==> src/rtl/calc_host_link.sv <==
// Host-side link to the UART calculator: turns a binary request into the ASCII
// frame "DDD-DDD-ooo\n", sends it byte by byte, then parses the binary reply.
module calc_host_link #(
  parameter int TIMEOUT_CYC = 2_000_000,
  parameter int NUM_W       = 10
) (
  input  logic             clk,
  input  logic             reset,
  input  logic             cmd_valid,
  output logic             cmd_ready,
  input  logic [NUM_W-1:0] cmd_num1,
  input  logic [NUM_W-1:0] cmd_num2,
  input  logic [1:0]       cmd_op,
  output logic [7:0]       tx_data,
  output logic             tx_start,
  input  logic             tx_done,
  input  logic [7:0]       rx_data,
  input  logic             rx_done,
  output logic             rsp_valid,
  output logic [15:0]      rsp_result,
  output logic             rsp_err,
  output logic             busy
);

  // Handshake: a request transfers on a cycle where cmd_valid and cmd_ready are
  // both high; cmd_ready is high only in IDLE, so one transaction is in flight.

  typedef enum logic [2:0] {ST_IDLE, ST_CONV, ST_SEND, ST_RSP, ST_DONE} state_t;

  localparam int TW = $clog2(TIMEOUT_CYC + 1);
  localparam logic [TW-1:0]    TMO_LAST = TW'(TIMEOUT_CYC - 1);
  localparam logic [NUM_W-1:0] C100     = NUM_W'(100);
  localparam logic [NUM_W-1:0] C10      = NUM_W'(10);
  localparam logic [NUM_W-1:0] C999     = NUM_W'(999);

  state_t           state;
  logic [7:0]       num1_lo;
  logic [NUM_W-1:0] num2_q;
  logic [1:0]       op_q;
  logic [NUM_W-1:0] rem;
  logic [3:0]       dig_cnt;
  logic             conv_sel;
  logic             conv_tens;
  logic [5:0][3:0]  digits;
  logic [3:0]       byte_idx;
  logic             tx_wait;
  logic [2:0]       rx_idx;
  logic [7:0]       b4;
  logic [7:0]       b5;
  logic [TW-1:0]    tmo_cnt;
  logic [NUM_W-1:0] place;
  logic [7:0]       hdr_exp;

  function automatic logic [7:0] op_char(input logic [1:0] op, input logic [1:0] pos);
    logic [23:0] w;
    case (op)
      2'd0:    w = 24'h616464; // "add"
      2'd1:    w = 24'h737562; // "sub"
      2'd2:    w = 24'h6D756C; // "mul"
      default: w = 24'h646976; // "div"
    endcase
    case (pos)
      2'd0:    return w[23:16];
      2'd1:    return w[15:8];
      default: return w[7:0];
    endcase
  endfunction

  function automatic logic [7:0] frame_byte(input logic [3:0] idx,
                                            input logic [5:0][3:0] d,
                                            input logic [1:0] op);
    case (idx)
      4'd0:    return {4'h3, d[0]};
      4'd1:    return {4'h3, d[1]};
      4'd2:    return {4'h3, d[2]};
      4'd3:    return 8'h2D;
      4'd4:    return {4'h3, d[3]};
      4'd5:    return {4'h3, d[4]};
      4'd6:    return {4'h3, d[5]};
      4'd7:    return 8'h2D;
      4'd8:    return op_char(op, 2'd0);
      4'd9:    return op_char(op, 2'd1);
      4'd10:   return op_char(op, 2'd2);
      4'd11:   return 8'h0A;
      default: return 8'h00;
    endcase
  endfunction

  assign cmd_ready = (state == ST_IDLE);
  assign busy      = ~cmd_ready;
  assign place     = conv_tens ? C10 : C100;

  always_comb begin
    hdr_exp = 8'h32;
    case (rx_idx)
      3'd1:    hdr_exp = num1_lo;
      3'd2:    hdr_exp = num2_q[7:0];
      3'd3:    hdr_exp = {6'b0, op_q} + 8'd1;
      default: hdr_exp = 8'h32;
    endcase
  end

  always_ff @(posedge clk) begin
    if (!reset) begin
      state      <= ST_IDLE;
      num1_lo    <= '0;
      num2_q     <= '0;
      op_q       <= '0;
      rem        <= '0;
      dig_cnt    <= '0;
      conv_sel   <= 1'b0;
      conv_tens  <= 1'b0;
      digits     <= '0;
      byte_idx   <= '0;
      tx_wait    <= 1'b0;
      rx_idx     <= '0;
      b4         <= '0;
      b5         <= '0;
      tmo_cnt    <= '0;
      tx_data    <= '0;
      tx_start   <= 1'b0;
      rsp_valid  <= 1'b0;
      rsp_result <= '0;
      rsp_err    <= 1'b0;
    end else begin
      tx_start  <= 1'b0;
      rsp_valid <= 1'b0;
      case (state)
        ST_IDLE: begin
          if (cmd_valid) begin
            num1_lo   <= cmd_num1[7:0];
            num2_q    <= cmd_num2;
            op_q      <= cmd_op;
            rem       <= cmd_num1;
            dig_cnt   <= '0;
            conv_sel  <= 1'b0;
            conv_tens <= 1'b0;
            if (cmd_num1 > C999 || cmd_num2 > C999) begin
              rsp_valid <= 1'b1;
              rsp_err   <= 1'b1;
              state     <= ST_DONE;
            end else begin
              state <= ST_CONV;
            end
          end
        end

        // One subtraction per cycle; the count of subtractions is the digit.
        ST_CONV: begin
          if (rem >= place) begin
            rem     <= rem - place;
            dig_cnt <= dig_cnt + 4'd1;
          end else if (!conv_tens) begin
            if (conv_sel) digits[3] <= dig_cnt;
            else          digits[0] <= dig_cnt;
            conv_tens <= 1'b1;
            dig_cnt   <= '0;
          end else if (!conv_sel) begin
            digits[1] <= dig_cnt;
            digits[2] <= rem[3:0];
            rem       <= num2_q;
            conv_sel  <= 1'b1;
            conv_tens <= 1'b0;
            dig_cnt   <= '0;
          end else begin
            digits[4] <= dig_cnt;
            digits[5] <= rem[3:0];
            byte_idx  <= '0;
            tx_wait   <= 1'b0;
            tmo_cnt   <= '0;
            state     <= ST_SEND;
          end
        end

        ST_SEND: begin
          if (!tx_wait) begin
            tx_start <= 1'b1;
            tx_data  <= frame_byte(byte_idx, digits, op_q);
            tx_wait  <= 1'b1;
          end else if (tx_done) begin
            tx_wait <= 1'b0;
            if (byte_idx == 4'd11) begin
              rx_idx  <= '0;
              tmo_cnt <= TW'(1);
              state   <= ST_RSP;
            end else begin
              byte_idx <= byte_idx + 4'd1;
            end
          end
        end

        // Timeout takes priority over a byte arriving in the same cycle.
        ST_RSP: begin
          if (tmo_cnt == TMO_LAST) begin
            rsp_valid <= 1'b1;
            rsp_err   <= 1'b1;
            state     <= ST_DONE;
          end else begin
            tmo_cnt <= tmo_cnt + TW'(1);
            if (rx_done) begin
              if (rx_idx < 3'd4) begin
                if (rx_data == hdr_exp) begin
                  rx_idx <= rx_idx + 3'd1;
                end else begin
                  rsp_valid <= 1'b1;
                  rsp_err   <= 1'b1;
                  state     <= ST_DONE;
                end
              end else if (rx_idx == 3'd4) begin
                b4     <= rx_data;
                rx_idx <= 3'd5;
              end else if (rx_idx == 3'd5) begin
                if (rx_data == 8'h0A) begin
                  rsp_valid  <= 1'b1;
                  rsp_err    <= 1'b0;
                  rsp_result <= {8'h00, b4};
                  state      <= ST_DONE;
                end else begin
                  b5     <= rx_data;
                  rx_idx <= 3'd6;
                end
              end else begin
                rsp_valid <= 1'b1;
                state     <= ST_DONE;
                if (rx_data == 8'h0A) begin
                  rsp_err    <= 1'b0;
                  rsp_result <= {b4, b5};
                end else begin
                  rsp_err <= 1'b1;
                end
              end
            end
          end
        end

        ST_DONE: state <= ST_IDLE;

        default: state <= ST_IDLE;
      endcase
    end
  end

endmodule
==> config.mk <==
export PLATFORM = sky130hd
export DESIGN_NAME = calc_host_link
export DESIGN_NICKNAME = d
export VERILOG_FILES = /design/src/rtl/calc_host_link.sv
export SDC_FILE = /design/constraint.sdc
export NUM_CORES = 1
export LEC_CHECK = 0
export ABC_AREA = 0
export ABC_CLOCK_PERIOD_IN_PS = 5900
export BUFFER_PORTS_ARGS = -buffer_cell sky130_fd_sc_hd__buf_2
export CORE_MARGIN = 1.5
export CORE_UTILIZATION = 51
export CTS_CLUSTER_DIAMETER = 80
export DETAILED_ROUTE_END_ITERATION = 10
export PLACE_DENSITY = 0.67
export SETUP_SLACK_MARGIN = 0.3
export SLEW_MARGIN = 20
export SYNTH_ARGS = -nofsm -noshare
export SYNTH_HDL_FRONTEND = slang
export SYNTH_SLANG_ARGS = --single-unit
==> constraint.sdc <==
create_clock -name clk -period 5.9 [get_ports clk]
set_input_delay 0 -clock clk [delete_from_list [all_inputs] [get_ports clk]]
set_output_delay 0 -clock clk [all_outputs]
set_load 0.005 [all_outputs]
# Yosys cells after proc, flatten, opt, wreduce, memory -nomap -nowiden

Cells that the tools add are included.

Add/subtract/negate cells: 6
Magnitude comparators: 4
Equality and inequality tests: 45
Muxes and demuxes: 95
Bitwise logic cells: 9
Reductions and logical operators: 30

Operators with widths:

| kind                                                                  | count |
|---|---|
| 21-bit 2-to-1 mux                                                     | 7 |
| 21-bit one-hot mux with 3 select lines                                | 2 |
| 8-bit one-hot mux with 11 select lines                                | 1 |
| 3-bit 2-to-1 mux                                                      | 25 |
| 16-bit 2-to-1 mux                                                     | 3 |
| 10-bit 2-to-1 mux                                                     | 4 |
| 4-bit 2-to-1 mux                                                      | 10 |
| 1-bit 2-to-1 mux                                                      | 31 |
| 4-bit AND reduction                                                   | 7 |
| 8-bit one-hot mux with 3 select lines                                 | 1 |
| 21-bit by 1-bit adder with 21-bit output, second input constant       | 1 |
| 21-bit equality test, second input constant                           | 1 |
| 7-bit AND reduction                                                   | 3 |
| 10-bit greater-than comparator, second input constant                 | 2 |
| 2-bit inequality test, second input constant                          | 10 |
| 4-bit inequality test, second input constant                          | 5 |
| 10-bit one-hot mux with 2 select lines                                | 1 |
| 4-bit by 3-bit equality test with 1-bit output, second input constant | 4 |
| 4-bit equality test, second input constant                            | 4 |
| 4-bit one-hot mux with 2 select lines                                 | 2 |
| 3-bit by 2-bit equality test with 1-bit output, second input constant | 4 |
| 3-bit inequality test, second input constant                          | 4 |
| 3-bit one-hot mux with 4 select lines                                 | 1 |
| 11-bit AND reduction                                                  | 1 |
| 33 further kinds                                                      | 55 |

Register bits after elaboration: 135
Output and inout port bits: 29

# Depth between registers and ports, before layout

Depth in word-level cells: 8
Gate-level depth with buffers: 11
Mapped depth without buffers: 11

# Worst setup path before layout

Ideal clock, no wire load.

Path type: register -> register
From: register conv_tens
To: register tmo_cnt[17]
Library setup time: 0.072 ns
Arrival: 2.500 ns
Path slack: 3.327 ns
Stages on the path, launching flop included: 10
Path buffers: 1
Clock period less this slack: 2.573 ns
Path through: dfxtp_1 > ha_1 > nor2b_1 > o21a_1 > o31ai_2 > a21oi_2 > or2_1 > buf_6 > or4_1 > a21oi_1

Word-level cells in the longest chain between the ends: 4

RTL lines:

| item                                            | RTL line | text |
|---|---|---|
| start, declared                                 | 43       | `logic conv_tens;` |
| start signal, assigned                          | 112      | `conv_tens <= 1'b0;` |
| start signal, assigned                          | 137      | `conv_tens <= 1'b0;` |
| start signal, assigned                          | 156      | `conv_tens <= 1'b1;` |
| 7-bit 2-to-1 mux                                | 91       | `assign place = conv_tens ? C10 : C100;` |
| 10-bit by 7-bit >= comparator with 1-bit output | 150      | `if (rem >= place) begin` |
| 2-bit inequality test (no source line)          | n/a      |  |
| 8-bit AND reduction (no source line) *          | n/a      |  |
| end signal, assigned                            | 199      | `tmo_cnt <= tmo_cnt + TW'(1);` |
| end, declared                                   | 50       | `logic [TW-1:0] tmo_cnt;` |

Mark *: on every way between the ends. The rest lies on a longest branch, timed or not.
A chain may end at the register's enable or synchronous reset.

# Final worst setup path

From: register conv_tens
To: register tmo_cnt[20]

The elaborated chain is that of the path after synthesis.

==> flow_summary.toml <==
[critical_path]
start_kind = "flip-flop"
critical_path_required_ps = 6230
worstPathArrival_ps = 3590
reg2reg_to = "tmo_cnt[20]"
crit_type = "reg2reg"
r2r_cells = 9
end_kind = "flip-flop"
startpoint = "conv_tens"
worstSetupEndpoint = "tmo_cnt[20]"
r2r-start = "conv_tens"
crit_path_max_fanout = 15
regToRegSetupSlack_ps = 2640

[clock_tree]
cts_buffer_depth = 2
cts_tree = "yes"
cts_setup_buffers = 0
cts_root_buf = "clkbuf_16"
cts_buffers = 17
holdBufCountCts = 30
clk_latency_ps = 420
cts.sinks = 134
path_clk_slew_ps = 60
ctsHtreeMaxLevel = 4
ctsResizeCount = 0

[power]
power.total_mw = 3.128
p_switching_mw = 1.005
static-leakage-power_nw = 3.179
internal_power_mw = 2.123
clockPowerShare = 0.399
p_per_area_nw_per_um2 = 379.0
p_seq_frac = 0.342
swShare = 0.3214
pwr-share-comb = 0.258
worst_ir_drop_vdd_uv = 241.9

[detailed_routing]
drt_first_pass_iters = 5
vias_per_cell = 5.930
wl_per_cell_um = 17.28
finalWirelength_mm = 19.12
drtIter0Drc = 616
vias = 6559
drc = 0
ant_nets = 0

[floorplanning]
fp.dieH_um = 119.2
start_util = 0.5220
dieArea_um2 = 14210
core_um2 = 13190
dieWidth_um = 119.2
ioPinCount = 64
row_count = 42

[global_route]
grt_pass1_vias = 6402
grt_start_max_net_pins = 99
grt_first_pass_wirelength_mm = 31.60
overflow = 0
antenna_found_initial = 0
grt_use_total = 0.2777

[outcome]
status = "finished, final reports clean"

[yosys]
synthFlopType = "dfxtp_1"
ys_ff_latch = 134
synth_area_um2 = 6885
syn_inst = 853
yosysWarnings = 0
avgSynthCellArea_um2 = 8.072
synth_edf_count = 0
synth_nets = 910
async_flop_share = 0
ys_seq_area_frac = 0.3896
yosysUniqueCellTypes = 77

[placement]
io_buffers = 62
gp_congestion = 0.9024
post-dp-hpwl_mm = 13.01

[timing]
worst_slew_pin_slew_ps = 1041
period_share = 0.5525
post-route-min-period_ps = 3260
setup_violations = 0
maxSlewViolCount = 0
rsz0062_at_grt = "no"
relSlewSlack = 0.3063
hold_viol = 0
skew_ps = 9.080
final.setup.tns_ps = 0
fmax_mhz = 306.8

[layout]
nets = 974
diodes = 0
drive_gt1_frac = 0.1280
final_cell_mix = "dfxtp_1 (134), nand2_1 (123), nor2_1 (95)"
area_growth_pct = 19.88
final_common_cell = "dfxtp_1"
fillers = 1151

[min_path]
hold_start = "cmd_valid"
hold_class = "in2reg"

[job]
maxCapViolCount = 0
==> routing by layer <==
metal / track usage / part of all wire / wire length [µm] / vias up
met5: 0 / 0 / 0 / -
met4: 0.1024 / 0.020 / 389 / 0
met3: 0.05460 / 0.052 / 1000 / 30
met2: 0.4678 / 0.49 / 9300 / 180
met1: 0.3524 / 0.44 / 8425 / 3146
li1: - / - / - / 3203
==> cells by family (layout without fill, tap and decap cells) <==
family / after synthesis / count (layout) / share of synthesized area
adders and majority gates: 22 / 22 / 0.04107
AOI/OAI and AO/OA: 206 / 206 / 0.1990
xor gates and xnor gates: 23 / 23 / 0.02926
other: 1 / 1 / 0.0005446
muxes: 36 / 36 / 0.05234
DFF: 134 / 134 / 0.3896
buffers and inverters: 78 / 155 / 0.04561
and+or+nand+nor: 353 / 353 / 0.2426
==> metrics by stage <==
stage,worst slack (ps),hold slack [ps],area (µm²),instances,util
global route,2477,72.59,8254,1106,0.6258
floorplan,3327,136.0,6885,853,-
CTS,2519,32.55,8252,1106,0.6256
global placement,2695,256.7,7257,1044,0.5502
detailed placement,2550,258.9,7257,1044,0.5502
finish,2640,52.58,8254,1106,0.6258
==> critical path, cell delays in order (launching register included) <==
cell and delay, ps:
dfxtp_1 600, ha_1 330, nor2b_1 140, o21a_1 200
o31ai_2 350, a21oi_2 220, buf_4 270, or2_1 350
or4_1 520, a21oi_1 200
==> power by group through the flow <==
stage	clock (mW)	sequential, mW	combinational, mW
floorplan	0	1.05	0.603
global placement	0	1.09	0.759
detailed placement	0	1.09	0.777
CTS	1.26	1.07	0.797
global route	1.31	1.08	0.899
finish	1.25	1.07	0.808
==> flip-flops by register name, summed over array words and instances, names as in the netlist, 4 cells and up <==
register,flops
rsp_result,16
b5,8
rem,10
dig_cnt,4
num1_lo,8
digits,24
num2_q,10
tmo_cnt,21
tx_data,7
byte_idx,4
b4,8
==> layout make-up <==
| cell class | count | area [µm²] | area share |
|---|---|---|---|
| tap | 176 | 220.2 | 0.02668 |
| timing repair buffer | 102 | 685.7 | 0.08307 |
| multi-input combinational | 641 | 3891 | 0.4714 |
| clock inverter | 13 | 251.5 | 0.03047 |
| clock buffer | 19 | 442.9 | 0.05366 |
| inverter | 21 | 80.08 | 0.009701 |
| sequential | 134 | 2683 | 0.3250 |
==> cells in the mapped netlist, types with 3 or more instances <==
cell | instances | share of area
nor4b_1 | 12 | 0.015
clkbuf_1 | 47 | 0.026
nand3_1 | 39 | 0.028
nand2b_1 | 9 | 0.0082
xnor2_1 | 19 | 0.024
a22oi_1 | 15 | 0.016
a31oi_1 | 9 | 0.0082
nor3_1 | 18 | 0.013
o22ai_1 | 3 | 0.0027
buf_2 | 7 | 0.0051
nand2_1 | 123 | 0.067
mux2i_1 | 36 | 0.052
a211oi_1 | 7 | 0.0076
or4_1 | 3 | 0.0033
o21ai_0 | 28 | 0.020
nor2_1 | 96 | 0.052
nor4_1 | 9 | 0.0082
nand3b_1 | 6 | 0.0065
o21a_1 | 4 | 0.0044
a21oi_1 | 75 | 0.055
a222oi_1 | 6 | 0.0087
o211ai_1 | 7 | 0.0076
inv_1 | 19 | 0.010
nand4_1 | 7 | 0.0064
ha_1 | 21 | 0.038
dfxtp_1 | 134 | 0.39
xor2_1 | 4 | 0.0051
o31ai_1 | 6 | 0.0065
and4_1 | 3 | 0.0038
o32ai_1 | 4 | 0.0051
and2_1 | 3 | 0.0027
and3_1 | 9 | 0.0082
a311oi_1 | 9 | 0.011
o221a_2 | 3 | 0.0049
==> how the worst min path moves through the flow <==
stage | to | slack (ps) | cells after the start
after CTS | rx_idx[1] | 30 | 4
after floorplan | num2_q[9] | 140 | 2
final | state[0] | 50 | 4
after global placement | op_q[1] | 260 | 3
after global routing | state[0] | 70 | 4
after detailed placement | num2_q[1] | 260 | 3
Note: power is estimated with default switching activity, not from simulation.
